[src/rtl/hamming_secded_encoder_pipe.sv]
// hamming_secded_encoder_pipe: two-stage elastic Hamming SEC / SECDED encoder.
// Stage 1 holds the data word, the injection mask and the Hamming parity bits.
// Stage 2 holds the finished (optionally overall-parity-extended) codeword
// with the injection mask applied. word_cnt counts delivered codewords.
module hamming_secded_encoder_pipe #(
  parameter int DATA_W = 16,
  parameter int SECDED = 1,
  parameter int CNT_W  = 16,
  localparam int R = (DATA_W <= 4)  ? 3 :
                     (DATA_W <= 11) ? 4 :
                     (DATA_W <= 26) ? 5 :
                     (DATA_W <= 57) ? 6 : 7,
  localparam int N = DATA_W + R + SECDED
) (
  input  logic              clk,
  input  logic              rst_n,
  input  logic              in_valid,
  output logic              in_ready,
  input  logic [DATA_W-1:0] in_data,
  input  logic [N-1:0]      in_inj_mask,
  output logic              out_valid,
  input  logic              out_ready,
  output logic [N-1:0]      out_code,
  output logic [CNT_W-1:0]  word_cnt
);

  localparam int M = DATA_W + R;

  if (DATA_W < 4 || DATA_W > 64) begin : g_bad_data_w
    $error("hamming_secded_encoder_pipe: DATA_W must be in 4..64");
  end
  if (SECDED != 0 && SECDED != 1) begin : g_bad_secded
    $error("hamming_secded_encoder_pipe: SECDED must be 0 or 1");
  end

  // Position (1-based) of data bit j: the j-th position that is not a power of two.
  function automatic int data_pos(input int j);
    int pos;
    int k;
    pos = 0;
    k   = 0;
    for (int p = 3; p < 128; p++) begin
      if ((p & (p - 1)) != 0) begin
        if (k == j) pos = p;
        k++;
      end
    end
    return pos;
  endfunction

  // Data bits that feed parity P(2^i): those whose position has bit i set.
  function automatic logic [DATA_W-1:0] cover_mask(input int i);
    logic [DATA_W-1:0] m;
    m = '0;
    for (int j = 0; j < DATA_W; j++) begin
      if (((data_pos(j) >> i) & 1) == 1) m[j] = 1'b1;
    end
    return m;
  endfunction

  logic              rdy_en_q;
  logic              s1_v_q, s1_v_d;
  logic              s2_v_q, s2_v_d;
  logic [DATA_W-1:0] s1_data_q;
  logic [N-1:0]      s1_mask_q;
  logic [R-1:0]      s1_par_q, par_d;
  logic [N-1:0]      s2_code_q, code_d;
  logic [CNT_W-1:0]  word_cnt_q, word_cnt_d;
  logic [M-1:0]      ham;
  logic              s1_adv, in_fire, s2_load, out_fire;

  // Parity terms are computed on the input side so stage 2 only assembles.
  for (genvar gi = 0; gi < R; gi++) begin : g_par
    localparam logic [DATA_W-1:0] COV = cover_mask(gi);
    assign par_d[gi] = ^(in_data & COV);
  end

  for (genvar gj = 0; gj < DATA_W; gj++) begin : g_dmap
    localparam int P = data_pos(gj);
    assign ham[P-1] = s1_data_q[gj];
  end

  for (genvar gi = 0; gi < R; gi++) begin : g_pmap
    assign ham[(1 << gi) - 1] = s1_par_q[gi];
  end

  // Overall parity covers the clean Hamming word; the mask is applied last.
  if (SECDED == 1) begin : g_secded
    assign code_d = {^ham, ham} ^ s1_mask_q;
  end else begin : g_sec
    assign code_d = ham ^ s1_mask_q;
  end

  // rdy_en_q keeps in_ready low through reset and the cycle of its release.
  assign s1_adv     = !s2_v_q || out_ready;
  assign in_ready   = rdy_en_q && (!s1_v_q || s1_adv);
  assign in_fire    = in_valid && in_ready;
  assign s2_load    = s1_v_q && s1_adv;
  assign out_fire   = s2_v_q && out_ready;
  assign s1_v_d     = in_fire || (s1_v_q && !s1_adv);
  assign s2_v_d     = s2_load || (s2_v_q && !out_ready);
  assign word_cnt_d = out_fire ? word_cnt_q + CNT_W'(1) : word_cnt_q;

  assign out_valid = s2_v_q;
  assign out_code  = s2_code_q;
  assign word_cnt  = word_cnt_q;

  // Stage valid flags, ready enable and delivered-word counter.
  always_ff @(posedge clk or negedge rst_n) begin
    if (!rst_n) begin
      rdy_en_q   <= 1'b0;
      s1_v_q     <= 1'b0;
      s2_v_q     <= 1'b0;
      word_cnt_q <= '0;
    end else begin
      rdy_en_q   <= 1'b1;
      s1_v_q     <= s1_v_d;
      s2_v_q     <= s2_v_d;
      word_cnt_q <= word_cnt_d;
    end
  end

  // Stage 1 captures a word only when it is accepted.
  always_ff @(posedge clk or negedge rst_n) begin
    if (!rst_n) begin
      s1_data_q <= '0;
      s1_mask_q <= '0;
      s1_par_q  <= '0;
    end else if (in_fire) begin
      s1_data_q <= in_data;
      s1_mask_q <= in_inj_mask;
      s1_par_q  <= par_d;
    end
  end

  // Stage 2 captures the finished codeword only when stage 1 advances.
  always_ff @(posedge clk or negedge rst_n) begin
    if (!rst_n) begin
      s2_code_q <= '0;
    end else if (s2_load) begin
      s2_code_q <= code_d;
    end
  end

endmodule

[config.mk]
export PLATFORM = sky130hd
export DESIGN_NAME = hamming_secded_encoder_pipe
export DESIGN_NICKNAME = d
export VERILOG_FILES = /design/src/rtl/hamming_secded_encoder_pipe.sv
export SDC_FILE = /design/constraint.sdc
export NUM_CORES = 1
export LEC_CHECK = 0
export ABC_CLOCK_PERIOD_IN_PS = 3600
export CAP_MARGIN = 20
export CORE_ASPECT_RATIO = 2
export CORE_MARGIN = 8
export CORE_UTILIZATION = 40
export CTS_CLUSTER_SIZE = 40
export DETAILED_ROUTE_END_ITERATION = 12
export DONT_BUFFER_PORTS = 1
export GPL_TIMING_DRIVEN = 0
export HOLD_SLACK_MARGIN = 0.06
export PLACE_DENSITY = 0.55
export SETUP_SLACK_MARGIN = 0.5
export SLEW_MARGIN = 20
export SYNTH_ARGS = -nofsm -noshare
export SYNTH_HDL_FRONTEND = slang
export SYNTH_SLANG_ARGS = --single-unit
[constraint.sdc]
create_clock -name clk -period 3.6 [get_ports clk]
set_clock_uncertainty 0.05 [all_clocks]
set_input_delay 0.36 -clock clk [delete_from_list [all_inputs] [get_ports clk]]
set_output_delay 0.36 -clock clk [all_outputs]
set_load 0.05 [all_outputs]
Word level (Yosys, flattened, before mapping)
Index checks and enable logic that the tools add are counted.

storage, ports and cells
  register bits after elaboration = 84
  bits in latches = 0
  RAM bits = 0
  ROM bits = 0
  output and inout bits = 40
  word-level logic and storage cells = 30
  memories kept = 0

cells by class
  add/sub/neg operators = 1
  $mul = 0
  div/mod/pow operators = 0
  $lt $le $gt $ge = 0
  equal/unequal tests = 0
  shifts and indexed selects = 0
  muxes and demuxes = 0
  bitwise logic cells = 1
  reductions and logical operators = 20

operators by type and width
  operator                 count
  $reduce_xor A16 Y1       5
  $xor A22 B22 Y22         1
  $reduce_xor A21 Y1       1
  $add A16 B1 Y16 const B  1
  $logic_and A1 B1 Y1      6
  $logic_not A1 Y1         4
  $logic_or A1 B1 Y1       4

Depth between registers and ports, before layout
  depth after elaboration = 6
  gate-level depth with buffers = 7
  gate-level depth less buffers = 6

Least setup slack after synthesis
Ideal clock, no wire load.

  kind = register to register
  start point = register s2_v_q, in the netlist out_valid
  end point = register s1_data_q[10]
  library setup time = 0.125 ns
  data arrival time = 1.925 ns
  required time = 3.425 ns
  setup slack = 1.500 ns
  stages on the path, launching flop included = 6
  buffers on the path = 1
  clock period less this slack = 2.100 ns
  cells stage by stage = dfrtp_1 > nand3b_1 > and2_1 > nand2_1 > buf_2 > mux2_2

between the ends
  longest elaborated chain between the ends = 5

ends and longest elaborated chain
  element                 RTL line  source
  start, declared         63        logic s2_v_q, s2_v_d;
  start signal, assigned  118       s2_v_q <= s2_v_d;
  $logic_not A1 Y1        95        assign s1_adv = !s2_v_q || out_ready;
  $logic_or A1 B1 Y1      95
  $logic_or A1 B1 Y1      96        assign in_ready = rdy_en_q && (!s1_v_q || s1_adv);
  $logic_and A1 B1 Y1     96
  net in_ready            18        output logic in_ready,
  $logic_and A1 B1 Y1     97        assign in_fire = in_valid && in_ready;
  end signal, assigned    130       s1_data_q <= in_data;
  end, declared           64        logic [DATA_W-1:0] s1_data_q;

The timed path passes the listed nets, and every way through them passes these cells.
A chain may end at the register's enable or synchronous reset.

Final worst setup path
  start point = register s2_v_q, in the netlist out_valid
  end point = register s1_par_q[2]

between the ends
  longest elaborated chain between the ends = 5

ends and longest elaborated chain
  element               RTL line  source
  $logic_not A1 Y1      95
  $logic_or A1 B1 Y1    95
  $logic_or A1 B1 Y1    96
  $logic_and A1 B1 Y1   96
  net in_ready          18
  $logic_and A1 B1 Y1   97
  end signal, assigned  132       s1_par_q <= par_d;
  end, declared         66        logic [R-1:0] s1_par_q, par_d;

The timed path passes the listed nets, and every way through them passes these cells.

==> flow_metrics.env <==
export IMPL_worst_r2r_cell_count=6
export IMPL_synth_async_reset_ratio_pct=100
export IMPL_route_vias_total=2174
export IMPL_syn_avg_cell_area_um2=12.3
export IMPL_ys_dominant_reg_cell="dfrtp_1"
export IMPL_clk_latency_ns=0.33
export IMPL_number_of_storage_elements_in_the_synthesis_netlist=84
export IMPL_numCtsBuffers=9
export IMPL_report_final_hold_viol_count=0
export IMPL_cts_root_buffer="clkbuf_16"
export IMPL_grt_overflow=0
export IMPL_most_common_layout_cells="dfrtp_1, xnor2_1, mux2_2"
export IMPL_fmax_ghz=0.408
export IMPL_worstHoldPathCells=1
export IMPL_hp_class="primary input to register"
export IMPL_max_vdd_ir_drop_mv=0.367
export IMPL_wire_per_inst_um=19.5
export IMPL_crit_chain="nand3b_1, and2_1, nand2_1, buf_2, buf_2, o21ai_0"
export IMPL_worst_slew_pin_slew_ns=0.676
export IMPL_slew_limit_headroom_pct=55.0
export IMPL_nFillCells=882
export IMPL_slew_viol_final=0
export IMPL_groute_usage_overall_pct=13.9
export IMPL_cts_root_to_sink_buffers=2
export IMPL_synthesis_area_um2=3740
export IMPL_grt_max_degree=85
export IMPL_ys_seq_area_share_pct=56.2
export IMPL_clock_tree_from_tritoncts="built"
export IMPL_finalSetupViolCount=0
export IMPL_die_area_um2=12900
export IMPL_number_of_h_tree_levels=3
export IMPL_final_nets=359
export IMPL_critPathLaunchType="register"
export IMPL_place_congestion=0.719
export IMPL_period_minus_slack_ns=2.45
export IMPL_area_taken_by_flip_flops_and_latches_um2=2100
export IMPL_finalCritPeriodShare_pct=68.1
export IMPL_synth_warn=0
export IMPL_initial_utilization_pct=40.4
export IMPL_crit_buf_inv=2
export IMPL_dieHeight_um=153
export IMPL_required_ns=3.75
export IMPL_first_iter_violations=42
export IMPL_drcViolationCount=0
export IMPL_drv_cap=0
export IMPL_worst_slack_ns=1.15
export IMPL_min_to="s1_data_q[8]"
export IMPL_ys_types=21
export IMPL_utilization_pct=45.5
export IMPL_clock_sinks=84
export IMPL_run_status="completed"
export IMPL_synth_adder_area_share_pct=0.335
export IMPL_synthXorXnorAreaFrac_pct=19.8
export IMPL_dominant_cell_type_by_count_on_the_critical_path="buf_2"
export IMPL_num_antenna_cells=0
export IMPL_cts_clk_slew_worst_paths_ns=0.06
export IMPL_worst_path_max_delay_cell="dfrtp_1"
export IMPL_drtPass1Iterations=4
export IMPL_worst_path_largest_cell_delay_ns=0.78
export IMPL_crit_type="register to register"
export IMPL_synthSimpleGateAreaFrac_pct=7.10
export IMPL_final_common_cell="dfrtp_1"
export IMPL_core_rowCount=50
export IMPL_first_global_vias=2411
export IMPL_setup_worst_path_end_class="register"
export IMPL_yosys_mux_area_fraction_pct=11.7
export IMPL_floorplan_die_width_um=84.4
export IMPL_post_cts_setup_buffer_count=0
export IMPL_flop2flop_setup_slack_ns=1.15
export IMPL_pwr_density_cell_nw_per_um2=809
export IMPL_syn_inst=303
export IMPL_syn_num_nets=346
export IMPL_totalNegativeSetupSlack_ns=0
export IMPL_antenna_found_initial=0
export IMPL_post_drt_via_cell_ratio=5.13
export IMPL_preCtsSetupSlack_ns=1.12
export IMPL_grt_setup_unrepaired="no"
export IMPL_hp_start="in_data[8]"
export IMPL_power_leakage_nw=1.78
export IMPL_timing_critical_path_max_delay_family="simple AND/OR/NAND/NOR gates"
export IMPL_num_io_pins=82
export IMPL_critPathArrivalTime_ns=2.60
export IMPL_final_layout_size_suffix_gt1_share_pct=18.1
export IMPL_synth_top_family_by_area="XOR/XNOR gates"
export IMPL_critical_path_reg2reg_startpoint="out_valid"
export IMPL_synth_edff_count=0
export IMPL_io_buffers=0
export IMPL_route_antenna_remaining_nets=0
export IMPL_hpwlAfterDp_um=6270
export IMPL_worst_path_max_fanout=10
export IMPL_drt_wl_total_um=8270
export IMPL_multi_input_comb_area_um2=1600
export IMPL_area_growth_pct=12.6
export IMPL_grt_pass1_wl_um=13500
export IMPL_synthesized_area_fraction_occupied_by_ao_oa_aoi_and_oai_cells_pct=3.61
export IMPL_core_area_um2=9260
export IMPL_critical_path_reg2reg_endpoint="s1_par_q[2]"
kinds of logic (layout without fill, tap and decap cells):
family / after synthesis / after routing
AOI/OAI and AO/OA: 27 / 27
xor gates and xnor gates: 83 / 83
adders and majority gates: 1 / 1
buffers and inverters: 9 / 26
DFF: 84 / 84
muxes: 39 / 39
other: 1 / 1
and+or+nand+nor: 59 / 59
routing by layer:
layer | GRT usage [%] | up-vias | routed length [µm]
met2 | 25.3 | 66 | 4620
met4 | 5.91 | 0 | 136
met5 | 0 | - | 0
met1 | 12.9 | 1070 | 2750
li1 | - | 1030 | -
met3 | 6.10 | 8 | 759
worst max-delay path by stage:
stage	startpoint	end	slack, ns	depth (start not counted)
2_1_floorplan	out_valid	s1_data_q[10]	1.50	5
3_3_place_gp	out_valid	s1_par_q[2]	1.14	6
3_5_place_dp	out_valid	s1_par_q[3]	1.12	6
4_1_cts	out_valid	s1_par_q[3]	1.11	6
5_1_grt	out_valid	s1_par_q[3]	1.0	6
6_report	out_valid	s1_par_q[2]	1.15	6
metrics by stage:
step | area [µm²] | cells | power (mW) | hold slack [ns]
4_1_cts | 4210 | 424 | 3.47 | 0.111
3_5_place_dp | 3870 | 407 | 2.50 | 0.0168
2_1_floorplan | 3740 | 303 | 2.33 | 0.0144
5_1_grt | 4210 | 424 | 3.60 | 0.112
3_3_place_gp | 3870 | 407 | 2.48 | 0.0168
6_report | 4210 | 424 | 3.41 | 0.128
flip-flops by register name, indices dropped and copies added (netlist names):
signal and count:
out_valid 1, word_cnt 16, s1_v_q 1, rdy_en_q 1, out_code 22, s1_par_q 5, s1_data_q 16, s1_mask_q 22
where the power goes:
part | total [mW] | internal, mW | switching [mW]
Clock | 0.934 | 0.591 | 0.343
Sequential | 1.82 | 1.15 | 0.664
Combinational | 0.655 | 0.391 | 0.264
Total | 3.41 | 2.14 | 1.27
cell type report:
type                       instances  share of cell area [%]
multi-input combinational        210                    37.9
clock buffer                      14                    6.51
timing repair buffer               2                   0.892
clock inverter                     1                   0.713
buffer                             9                   0.951
sequential                        84                    49.9
tap                              104                    3.09
synth_stat cells (all sizes together), types with 2 or more instances:
| cell | number | area, µm² |
|---|---|---|
| mux2 | 39 | 439 |
| o21ai | 27 | 135 |
| buf | 5 | 25.0 |
| nand2 | 36 | 135 |
| nand4 | 5 | 31.3 |
| xor2 | 15 | 131 |
| and4 | 2 | 17.5 |
| nand3 | 5 | 25.0 |
| dfrtp | 84 | 2100 |
| xnor2 | 67 | 587 |
| nand2b | 2 | 12.5 |
| clkbuf | 4 | 15.0 |
| nor2 | 5 | 18.8 |
timing repair:
| action | CTS | global route |
|---|---|---|
| gates resized for setup | 0 | 0 |
| endpoints found under the hold margin | 84 | 0 |
| hold buffers | 2 | 0 |
Note: power is estimated with default switching activity, not from simulation.
